==> src/rtl/cpu_step_ctrl.sv <==
// Turns the divided slow clock into single-cycle CPU advance pulses, gated by
// run switch, debounced single-step button and CPU halt request.
module cpu_step_ctrl #(
  parameter int unsigned DEBOUNCE = 1_000_000,
  parameter int unsigned CNT_W    = 16
) (
  input  logic             clk,
  input  logic             rst_n,
  input  logic             slow_in,
  input  logic             run_sw,
  input  logic             step_btn,
  input  logic             halt_req,
  output logic             cpu_en,
  output logic             halted,
  output logic [CNT_W-1:0] step_count
);

  localparam int unsigned DB_W = $clog2(DEBOUNCE);

  typedef enum logic [1:0] {
    S_HALTED,
    S_RUNNING,
    S_STEP_WAIT
  } state_t;

  logic            r_s1, r_s2, r_s3;
  logic            w_tick;
  logic            r_run1, r_run_s;
  logic            r_btn1, r_btn_s;
  logic            r_db_level;
  logic [DB_W-1:0] r_db_cnt;
  logic            r_step_req;
  state_t          r_state;

  always_ff @(posedge clk or negedge rst_n) begin
    if (!rst_n) begin
      r_s1    <= 1'b0;
      r_s2    <= 1'b0;
      r_s3    <= 1'b0;
      r_run1  <= 1'b0;
      r_run_s <= 1'b0;
      r_btn1  <= 1'b0;
      r_btn_s <= 1'b0;
    end else begin
      r_s1    <= slow_in;
      r_s2    <= r_s1;
      r_s3    <= r_s2;
      r_run1  <= run_sw;
      r_run_s <= r_run1;
      r_btn1  <= step_btn;
      r_btn_s <= r_btn1;
    end
  end

  assign w_tick = r_s2 & ~r_s3;

  // Level is accepted after DEBOUNCE consecutive cycles away from the stable value.
  always_ff @(posedge clk or negedge rst_n) begin
    if (!rst_n) begin
      r_db_cnt   <= '0;
      r_db_level <= 1'b0;
      r_step_req <= 1'b0;
    end else begin
      r_step_req <= 1'b0;
      if (r_btn_s == r_db_level) begin
        r_db_cnt <= '0;
      end else if (r_db_cnt == DB_W'(DEBOUNCE - 1)) begin
        r_db_level <= r_btn_s;
        r_db_cnt   <= '0;
        r_step_req <= r_btn_s;
      end else begin
        r_db_cnt <= r_db_cnt + DB_W'(1);
      end
    end
  end

  always_ff @(posedge clk or negedge rst_n) begin
    if (!rst_n) begin
      r_state    <= S_HALTED;
      cpu_en     <= 1'b0;
      halted     <= 1'b1;
      step_count <= '0;
    end else begin
      cpu_en <= 1'b0;
      case (r_state)
        S_HALTED: begin
          if (!halt_req) begin
            if (r_run_s) begin
              r_state <= S_RUNNING;
              halted  <= 1'b0;
            end else if (r_step_req) begin
              r_state <= S_STEP_WAIT;
              halted  <= 1'b0;
            end
          end
        end
        S_RUNNING: begin
          if (halt_req || !r_run_s) begin
            r_state <= S_HALTED;
            halted  <= 1'b1;
          end else if (w_tick) begin
            cpu_en     <= 1'b1;
            step_count <= step_count + CNT_W'(1);
          end
        end
        S_STEP_WAIT: begin
          if (halt_req) begin
            r_state <= S_HALTED;
            halted  <= 1'b1;
          end else if (r_run_s) begin
            r_state <= S_RUNNING;
          end else if (w_tick) begin
            cpu_en     <= 1'b1;
            step_count <= step_count + CNT_W'(1);
            r_state    <= S_HALTED;
            halted     <= 1'b1;
          end
        end
        default: begin
          r_state <= S_HALTED;
          halted  <= 1'b1;
        end
      endcase
    end
  end

endmodule

==> config.mk <==
export PLATFORM = sky130hd
export DESIGN_NAME = cpu_step_ctrl
export DESIGN_NICKNAME = d
export VERILOG_FILES = /design/src/rtl/cpu_step_ctrl.sv
export SDC_FILE = /design/constraint.sdc
export NUM_CORES = 1
export LEC_CHECK = 0
export CAP_MARGIN = 20
export CORE_MARGIN = 3
export CORE_UTILIZATION = 45
export CTS_CLUSTER_DIAMETER = 80
export DETAILED_ROUTE_END_ITERATION = 6
export GPL_TIMING_DRIVEN = 0
export PLACE_DENSITY = 0.65
export SYNTH_ARGS = -nofsm -noshare
export SYNTH_HDL_FRONTEND = slang
export SYNTH_SLANG_ARGS = --single-unit
export TNS_END_PERCENT = 50
==> constraint.sdc <==
create_clock -name clk -period 4.4 [get_ports clk]
set_clock_uncertainty 0.2 [all_clocks]
set_input_delay 1.32 -clock clk [delete_from_list [all_inputs] [get_ports clk]]
set_output_delay 1.32 -clock clk [all_outputs]
set_load 0.02 [all_outputs]
Yosys cells after proc, flatten, opt, wreduce, memory -nomap -nowiden

Cells that the tools add are included.
W data, S select, Z words.

Register bits after elaboration: 49
Input port bits: 6
Output and inout bits: 18
Word-level logic and storage cells: 70

Add/subtract/negate cells: 2
Eq/ne operators: 13
Mux-type cells: 30
Bitwise gates (word level): 3
Reduce and logical (&&, ||, !) cells: 8

Operators by type and width:

| kind                    | count |
|---|---|
| $mux W16                | 4 |
| $mux W20                | 2 |
| $pmux W16 S2            | 1 |
| $add A20 B1 Y20 const B | 1 |
| $eq A20 B20 Y1 const B  | 1 |
| $add A16 B1 Y16 const B | 1 |
| $mux W2                 | 7 |
| $mux W1                 | 13 |
| $ne A2 B2 Y1 const B    | 5 |
| $ne A3 B3 Y1 const B    | 3 |
| $reduce_and A4 Y1       | 2 |
| $pmux W2 S3             | 1 |
| $reduce_and A5 Y1       | 1 |
| $ne A4 B4 Y1 const B    | 1 |
| $pmux W1 S3             | 1 |
| $eq A2 B1 Y1 const B    | 1 |
| $eq A2 B2 Y1 const B    | 1 |
| $logic_not A2 Y1        | 1 |
| $not A1 Y1              | 2 |
| $pmux W1 S2             | 1 |
| $reduce_and A2 Y1       | 1 |
| $reduce_bool A2 Y1      | 1 |
| $and A1 B1 Y1           | 1 |
| $eq A1 B1 Y1            | 1 |
| 2 further kinds         | 2 |

Depth between registers and ports, before layout

Gate-level depths: netlist (run 1).

Word-level depth: 6
Depth in mapped cells: 6
Mapped depth without buffers: 6

Least setup slack after synthesis (run 1)

Ideal clock, no wire load.

Path kind: input to register
From: in halt_req
To: reg r_state[1]
Setup time: 0.069 ns
Arrival time: 2.385 ns
Data required time: 4.131 ns
Path slack: 1.746 ns
Cell stages on the path: 4
Path buffers: 0
Cell sequence: o21bai_1 a32o_1 or4b_2 nand3_1

Cells in the longest elaborated chain, start to end: 3
Elaborated cells on any way between the ends: 7
Classes of those cells: eq/ne (3); mux (2); reduce/logical (2)

RTL lines:

| element                            | RTL line | source |
|---|---|---|
| from (decl)                        | 12       | `input logic halt_req,` |
| $logic_or A1 B1 Y1                 | 98       | `if (halt_req \|\| !r_run_s) begin` |
| $ne A2 B2 Y1 (no source line)      | -        |  |
| $reduce_and A4 Y1 (no source line) | -        |  |
| to (signal assigned)               | 99       | `r_state <= S_HALTED;` |
| to (signal assigned)               | 108      | `r_state <= S_HALTED;` |
| to (signal assigned)               | 111      | `r_state <= S_RUNNING;` |
| to (decl)                          | 33       | `state_t r_state;` |

Several ways; a longest one is shown, not always the timed one.
A chain may end at the register's enable or synchronous reset.

Worst setup path in the final report (run 1)

From: in halt_req
To: reg step_count[15]

Cells in the longest elaborated chain, start to end: 3
Elaborated cells on any way between the ends: 4
Classes of those cells: eq/ne (2); reduce/logical (2)

RTL lines:

| element                              | RTL line | source |
|---|---|---|
| $logic_or A1 B1 Y1                   | 98       |  |
| $ne A2 B2 Y1 (no source line)        | -        |  |
| $reduce_and A4 Y1 (no source line) * | -        |  |
| to (signal assigned)                 | 103      | `step_count <= step_count + CNT_W'(1);` |
| to (signal assigned)                 | 114      | `step_count <= step_count + CNT_W'(1);` |
| to (decl)                            | 15       | `output logic [CNT_W-1:0] step_count` |

Mark *: on every way between the ends. The rest lies on a longest branch, timed or not.

==> impl_metrics.json, run 1 <==
{
  "status": "completed",
  "holdPathStages": 0,
  "max_freq_mhz": 329,
  "core_um2": 4790,
  "htree_num_levels": 2,
  "finalSetupViolCount": 0,
  "path_class": "in2reg",
  "viasPerCell": 5.02,
  "cts_setup_buffers": 0,
  "final_cell_area_um2": 2680,
  "overflow": 0,
  "synth_cell_types": 43,
  "drt-initial-drc-count": 44,
  "rows": 25,
  "crit_fanout": 7,
  "fp.dieH_um": 76.9,
  "r2r-end": "r_db_cnt[9]",
  "firstDrtPassIters": 4,
  "clockRootBuffer": "clkbuf_8",
  "synthFlopType": "dfrtp_1",
  "synthMuxAreaShare_pct": 1.44,
  "synth_top_family_by_area": "simple AND/OR/NAND/NOR gates",
  "die_w_um": 76.9,
  "critPathArrivalTime_ns": 3.06,
  "antenna_cells": 0,
  "cts_buffers": 5,
  "ant_nets": 0,
  "hpwlAfterDp_um": 2790,
  "post-route-min-period_ns": 3.04,
  "synth-compound-area-share_pct": 6.31,
  "r2r-start": "r_db_cnt[8]",
  "hold_end": "r_s2",
  "grt_pass1_wl_um": 7110,
  "end_kind": "register",
  "powerDensity_nw_per_um2": 347,
  "tritoncts": "yes",
  "drc": 0,
  "syn_area_per_cell_um2": 10.8,
  "synth_area_leaders": "dfrtp_1 53%, xnor2_1 6.2%, xor2_1 5.0%, nor2_1 3.7%, ha_1 2.8%",
  "crit_required_ns": 4.43,
  "synth_adder_area_share_pct": 2.77,
  "numClockSinks": 49,
  "maxSlewHeadroom_pct": 56.3,
  "layout.nets": 252,
  "min-delay-start": "r_s1",
  "worstMarginPinSlew_ns": 0.654,
  "cts_resized": 0,
  "syn_nets": 221,
  "syn_area_um2": 2260,
  "drt-total-wl_um": 3840,
  "final_util_pct": 55.9,
  "grt_antenna_before_repair": 0,
  "avgRoutedWirePerCell_um": 12.4,
  "n_fill_cell": 422,
  "cts_hold_buf": 0,
  "instances_no_fill": 309,
  "grt_util_all_layers_pct": 14.8,
  "start_kind": "primary input",
  "clk_pin_slew_ns": 0.09,
  "path_cells": "clkdlybuf4s50_1 > nor3b_1 > o2111ai_1 > nor4_1 > xor2_1",
  "slew_violations": 0,
  "port_buffers": 23,
  "synth_edf_count": 0,
  "pin_count": 24,
  "power_leakage_nw": 1.15,
  "ys_warn_count": 0,
  "gp_congestion": 0.746,
  "final.period_utilization_pct": 69.0,
  "worst_hold_path_type": "reg2reg",
  "yosysTopAreaCell": "dfrtp_1",
  "drive_above_1_share_pct": 7.85,
  "vias": 1552,
  "clockBufferDepth": 2,
  "grt_max_degree": 28,
  "synth_seq_cells": 49,
  "syn2layout_area_growth_pct": 18.4,
  "max_stage_delay_ns": 0.49,
  "cp_num_buf_inv": 1,
  "grt_pass1_vias": 1563,
  "setup_tns_ns": 0,
  "critPathTopFamily": "simple AND/OR/NAND/NOR gates",
  "rsz0062_at_grt": "no",
  "worst-r2r-setup-slack_ns": 1.97,
  "ys_async_sr_fraction_pct": 100,
  "peakVddDrop_mv": 0.169,
  "synth-simple-area-share_pct": 20.8,
  "synth-xor-area-share_pct": 11.2,
  "place_area_um2": 2590,
  "insertion_delay_ns": 0.30,
  "finalHoldViolCount": 0,
  "dieArea_um2": 5910,
  "ys_seq_area_share_pct": 54.3,
  "cap_violations": 0,
  "synth_cells": 210,
  "place_inst": 301,
  "synth_top_area_share_pct": 53.2,
  "initial_core_util_pct": 47.2,
  "r2r_cells": 6,
  "slowest_stage": "clkdlybuf4s50_1"
}
-- through the flow --
stage,setup WS [ns],power [mW],hold WS (ns)
after floorplan,1.75,0.614,0.131
after global placement,0.403,0.678,0.134
after detailed placement,1.01,0.683,0.138
after CTS,1.33,0.944,0.160
after global routing,1.18,0.992,0.169
final,1.36,0.929,0.157
-- synthesized netlist by cell type (all sizes together) (3+ instances only) --
library cell and n:
o21ai 7, or4 4, nor4 6, nand4 10, xor2 13, nor2 22, nand2b 3, nor3 7
buf 4, xnor2 16, a21oi 5, inv 12, nand2 9, ha 5, nand3 8, dfrtp 48
o31ai 3, nor3b 3
-- layer usage --
metal / part of all wire, % / routed length (µm) / global-route usage, % / vias up
li1: - / - / - / 795
met1: 48 / 1850 / 19.3 / 730
met2: 47 / 1800 / 24.0 / 21
met3: 3.5 / 134 / 3.87 / 6
met4: 1.5 / 57 / 4.89 / 0
met5: 0 / 0 / 0 / -
-- worst max-delay path by stage --
stage                     cells past startpoint  slack (ns)             end  startpoint
after floorplan                               4        1.75      r_state[1]    halt_req
after global placement                        1        0.40    r_db_cnt[16]       rst_n
after detailed placement                      5        1.01  step_count[15]    halt_req
after CTS                                     5        1.33  step_count[15]    halt_req
after global routing                          5        1.18  step_count[15]    halt_req
final                                         5        1.36  step_count[15]    halt_req
-- cells by family (layout without fill, tap and decap cells) --
kind of cell / after synthesis / count (layout)
AND/OR/NAND/NOR: 85 / 85
AO/OA/AOI/OAI: 22 / 22
multiplexers: 3 / 3
flip-flops: 49 / 49
adder cells (fa/ha/maj): 5 / 5
XOR/XNOR: 29 / 29
buffers and inverters: 17 / 49
-- flip-flops by register name (all words and copies together) (netlist names) --
| signal | flops |
|---|---|
| cpu_en | 1 |
| r_run1 | 1 |
| r_s3 | 1 |
| r_state | 2 |
| r_run_s | 1 |
| r_step_req | 1 |
| r_db_level | 1 |
| step_count | 16 |
| halted | 1 |
| r_s1 | 1 |
| r_btn_s | 1 |
| r_db_cnt | 20 |
| r_btn1 | 1 |
| r_s2 | 1 |
-- placed cells by master, fill, tap and decap left out, types with 2 or more instances in the layout --
cell type and n:
o31ai_1 3, and2_1 2, clkbuf_1 2, nand2_1 9
buf_2 4, xnor2_1 16, clkdlybuf4s50_1 22, clkbuf_8 5
a21oi_1 5, nor3b_1 3, clkinvlp_4 2, and4_1 2
nor3_1 7, nand2b_1 3, xor2_1 13, ha_1 5
or3_1 2, o21ai_0 7, nand3_1 8, inv_1 11
or4_1 4, nand4_1 9, nor4_1 6, nor2_1 22
dfrtp_1 48
-- cell type report --
type | count | area [µm²] | share of cell area, %
repair buffers | 24 | 245 | 9.16
inverters | 12 | 45.0 | 1.68
multi-input cells | 144 | 961 | 35.9
flip-flops and latches | 49 | 1230 | 45.9
clock inverters | 2 | 15.0 | 0.561
plain buffers | 5 | 26.3 | 0.982
clock buffers | 6 | 72.6 | 2.71
well taps | 67 | 83.8 | 3.13
-- power by group --
part	total [mW]	switching [mW]	internal (mW)
registers	0.507	0.0255	0.482
clock network	0.257	0.145	0.112
logic	0.165	0.0858	0.0793
-- worst register-to-register path, cell delays in order, from the launching register on --
cell and delay [ns]:
dfrtp_1 0.45, or4b_1 0.52, nor4_1 0.45, a41o_1 0.23, buf_2 0.21, buf_4 0.21
nor2_1 0.06
Power figures use the tool's default switching activity.
==> run 2: changes to the inputs <==
--- a/config.mk
+++ b/config.mk
@@ -11,7 +11,7 @@
 export CTS_CLUSTER_DIAMETER = 80
 export DETAILED_ROUTE_END_ITERATION = 6
 export GPL_TIMING_DRIVEN = 0
-export PLACE_DENSITY = 0.65
+export PLACE_DENSITY = 0.67
 export SYNTH_ARGS = -nofsm -noshare
 export SYNTH_HDL_FRONTEND = slang
 export SYNTH_SLANG_ARGS = --single-unit
==> constraint.sdc (replaced) <==
create_clock -name clk -period 2.5 [get_ports clk]
set_clock_uncertainty 0.2 [all_clocks]
set_input_delay 0.75 -clock clk [delete_from_list [all_inputs] [get_ports clk]]
set_output_delay 0.75 -clock clk [all_outputs]
set_load 0.02 [all_outputs]
==> run 2 against run 1 <==
Net effect: register-to-register slack worse by 1.8 ns; routed wire length up 0.70%; non-clock buffer count grew 1; largest cell class unchanged; die area stayed put; sequential cell count unchanged; largest power group unchanged; combinational power grew 77%; via count up 2.3%; worst hold slack got worse by 0.0010 ns; global-route usage fell by 0.29 points.
==> impl_metrics.json, run 2 (same netlist as run 1, synthesis figures left out) <==
{
  "r2r-start": "r_db_cnt[8]",
  "drive_above_1_share_pct": 9.05,
  "powerDensity_nw_per_um2": 647,
  "clockBufferDepth": 2,
  "start_kind": "primary input",
  "finalHoldViolCount": 0,
  "overflow": 0,
  "clockRootBuffer": "clkbuf_8",
  "met2WireLength_um": 1810,
  "instances_no_fill": 310,
  "worst-r2r-setup-slack_ns": 0.13,
  "finalSetupViolCount": 0,
  "max_freq_mhz": 416,
  "dieArea_um2": 5910,
  "core_um2": 4790,
  "grt_antenna_before_repair": 0,
  "fin_ws_ns": 0.0975,
  "routed.top_layer": "met4",
  "layout_common_cells": "48 x dfrtp_1, 22 x nor2_1, 22 x clkdlybuf4s50_1",
  "firstDrtPassIters": 3,
  "path_cells": "clkdlybuf4s50_1 > o21bai_1 > a32o_1 > or4b_2 > nand3_1",
  "grt_pass1_vias": 1562,
  "power_leakage_nw": 1.18,
  "rows": 25,
  "die_w_um": 76.9,
  "drc": 0,
  "place_inst": 301,
  "hold-worst-slack_ns": 0.156,
  "r2r-end": "r_db_cnt[12]",
  "crit_required_ns": 2.53,
  "antenna_cells": 0,
  "drt-initial-drc-count": 57,
  "pin_count": 24,
  "peakVddDrop_mv": 0.297,
  "cap_violations": 0,
  "critPathLaunch": "halt_req",
  "ant_nets": 0,
  "gp_congestion": 0.763,
  "r2r_cells": 6,
  "cts_buffers": 5,
  "worst_hold_path_type": "in2async",
  "htree_num_levels": 2,
  "crit_fanout": 6,
  "max_stage_delay_ns": 0.62,
  "numClockSinks": 49,
  "layout.nets": 253,
  "post-route-min-period_ns": 2.40,
  "reg_top3": "r_db_cnt (20), step_count (16), r_state (2)",
  "viasPerCell": 5.12,
  "fp.dieH_um": 76.9,
  "port_buffers": 23,
  "slowest_stage": "or4b_2",
  "dp_slack_ns": -0.321,
  "slew_violations": 0,
  "critPathArrivalTime_ns": 2.44,
  "maxSlewHeadroom_pct": 60.7,
  "wl_met1_um": 1880,
  "status": "completed",
  "largest_reg_flops": 20,
  "n_fill_cell": 434,
  "clk_pin_slew_ns": 0.09,
  "layout_commonest_cell": "dfrtp_1",
  "multi_input_area_um2": 972,
  "end_kind": "register",
  "final-seq-area_um2": 1230,
  "rsz0062_at_grt": "no",
  "path_class": "in2reg",
  "vias": 1588,
  "insertion_delay_ns": 0.30,
  "hpwlAfterDp_um": 2700,
  "avgRoutedWirePerCell_um": 12.5,
  "initial_core_util_pct": 47.2,
  "met3_length_um": 125,
  "tritoncts": "yes",
  "grt_max_degree": 34,
  "syn2layout_area_growth_pct": 20.5,
  "worstMarginPinSlew_ns": 0.584,
  "drt-total-wl_um": 3870,
  "cts_hold_buf": 0,
  "top_register": "r_db_cnt",
  "grt_pass1_wl_um": 6980,
  "grt_util_all_layers_pct": 14.5,
  "final.period_utilization_pct": 96.1
}
## run 2: worst max-delay path by stage
stage	endpoint	slack, ns
2_1_floorplan	r_db_cnt[11]	0.39
3_3_place_gp	r_db_cnt[14]	-0.88
3_5_place_dp	step_count[15]	-0.32
4_1_cts	step_count[12]	0.05
5_1_grt	r_db_cnt[11]	0.04
6_report	r_state[1]	0.1
## run 2: routing by layer
metal / global-route usage [%] / vias to the layer above
met3: 4.11 / 6
met1: 18.9 / 763
met5: 0 / -
li1: - / 799
met2: 23.2 / 20
met4: 4.89 / 0
## run 2: cell type report
type                            instances  area share [%]
Buffer                                  5           0.965
Tap cell                               67            3.08
Clock buffer                            7            3.17
Timing Repair Buffer                   25            9.28
Inverter                               12            1.65
Clock inverter                          1            1.10
Multi-Input combinational cell        144            35.7
Sequential cell                        49            45.1
## run 2: critical path, delay by kind of cell
| family | cells | cell delay (ns) |
|---|---|---|
| AO/OA/AOI/OAI | 2 | 0.47 |
| buffers and inverters | 1 | 0.49 |
| AND/OR/NAND/NOR | 2 | 0.72 |
## run 2: power breakdown
| group | switching, mW | leakage, nW | internal, mW | total (mW) |
|---|---|---|---|---|
| Combinational | 0.152 | 0.478 | 0.140 | 0.292 |
| Sequential | 0.0473 | 0.642 | 0.847 | 0.895 |
| Clock | 0.250 | 0.0585 | 0.326 | 0.576 |
## run 2: repair_timing
action	CTS	global route
pin swaps	0	1
gates cloned	0	0
resized for setup	1	1
hold endpoints to repair	0	0
buffers inserted	0	1
endpoints found under the setup margin	1	4
## run 2: per-stage QoR
step | util, % | TNS (ns) | total power, mW | cell area, µm²
6_report | 56.9 | 0 | 1.76 | 2720
2_1_floorplan | - | 0 | 1.08 | 2260
5_1_grt | 56.9 | 0 | 1.87 | 2720
3_5_place_dp | 54.1 | -2.49 | 1.20 | 2590
4_1_cts | 56.7 | 0 | 1.79 | 2710
3_3_place_gp | 53.8 | -45.01 | 1.19 | 2570
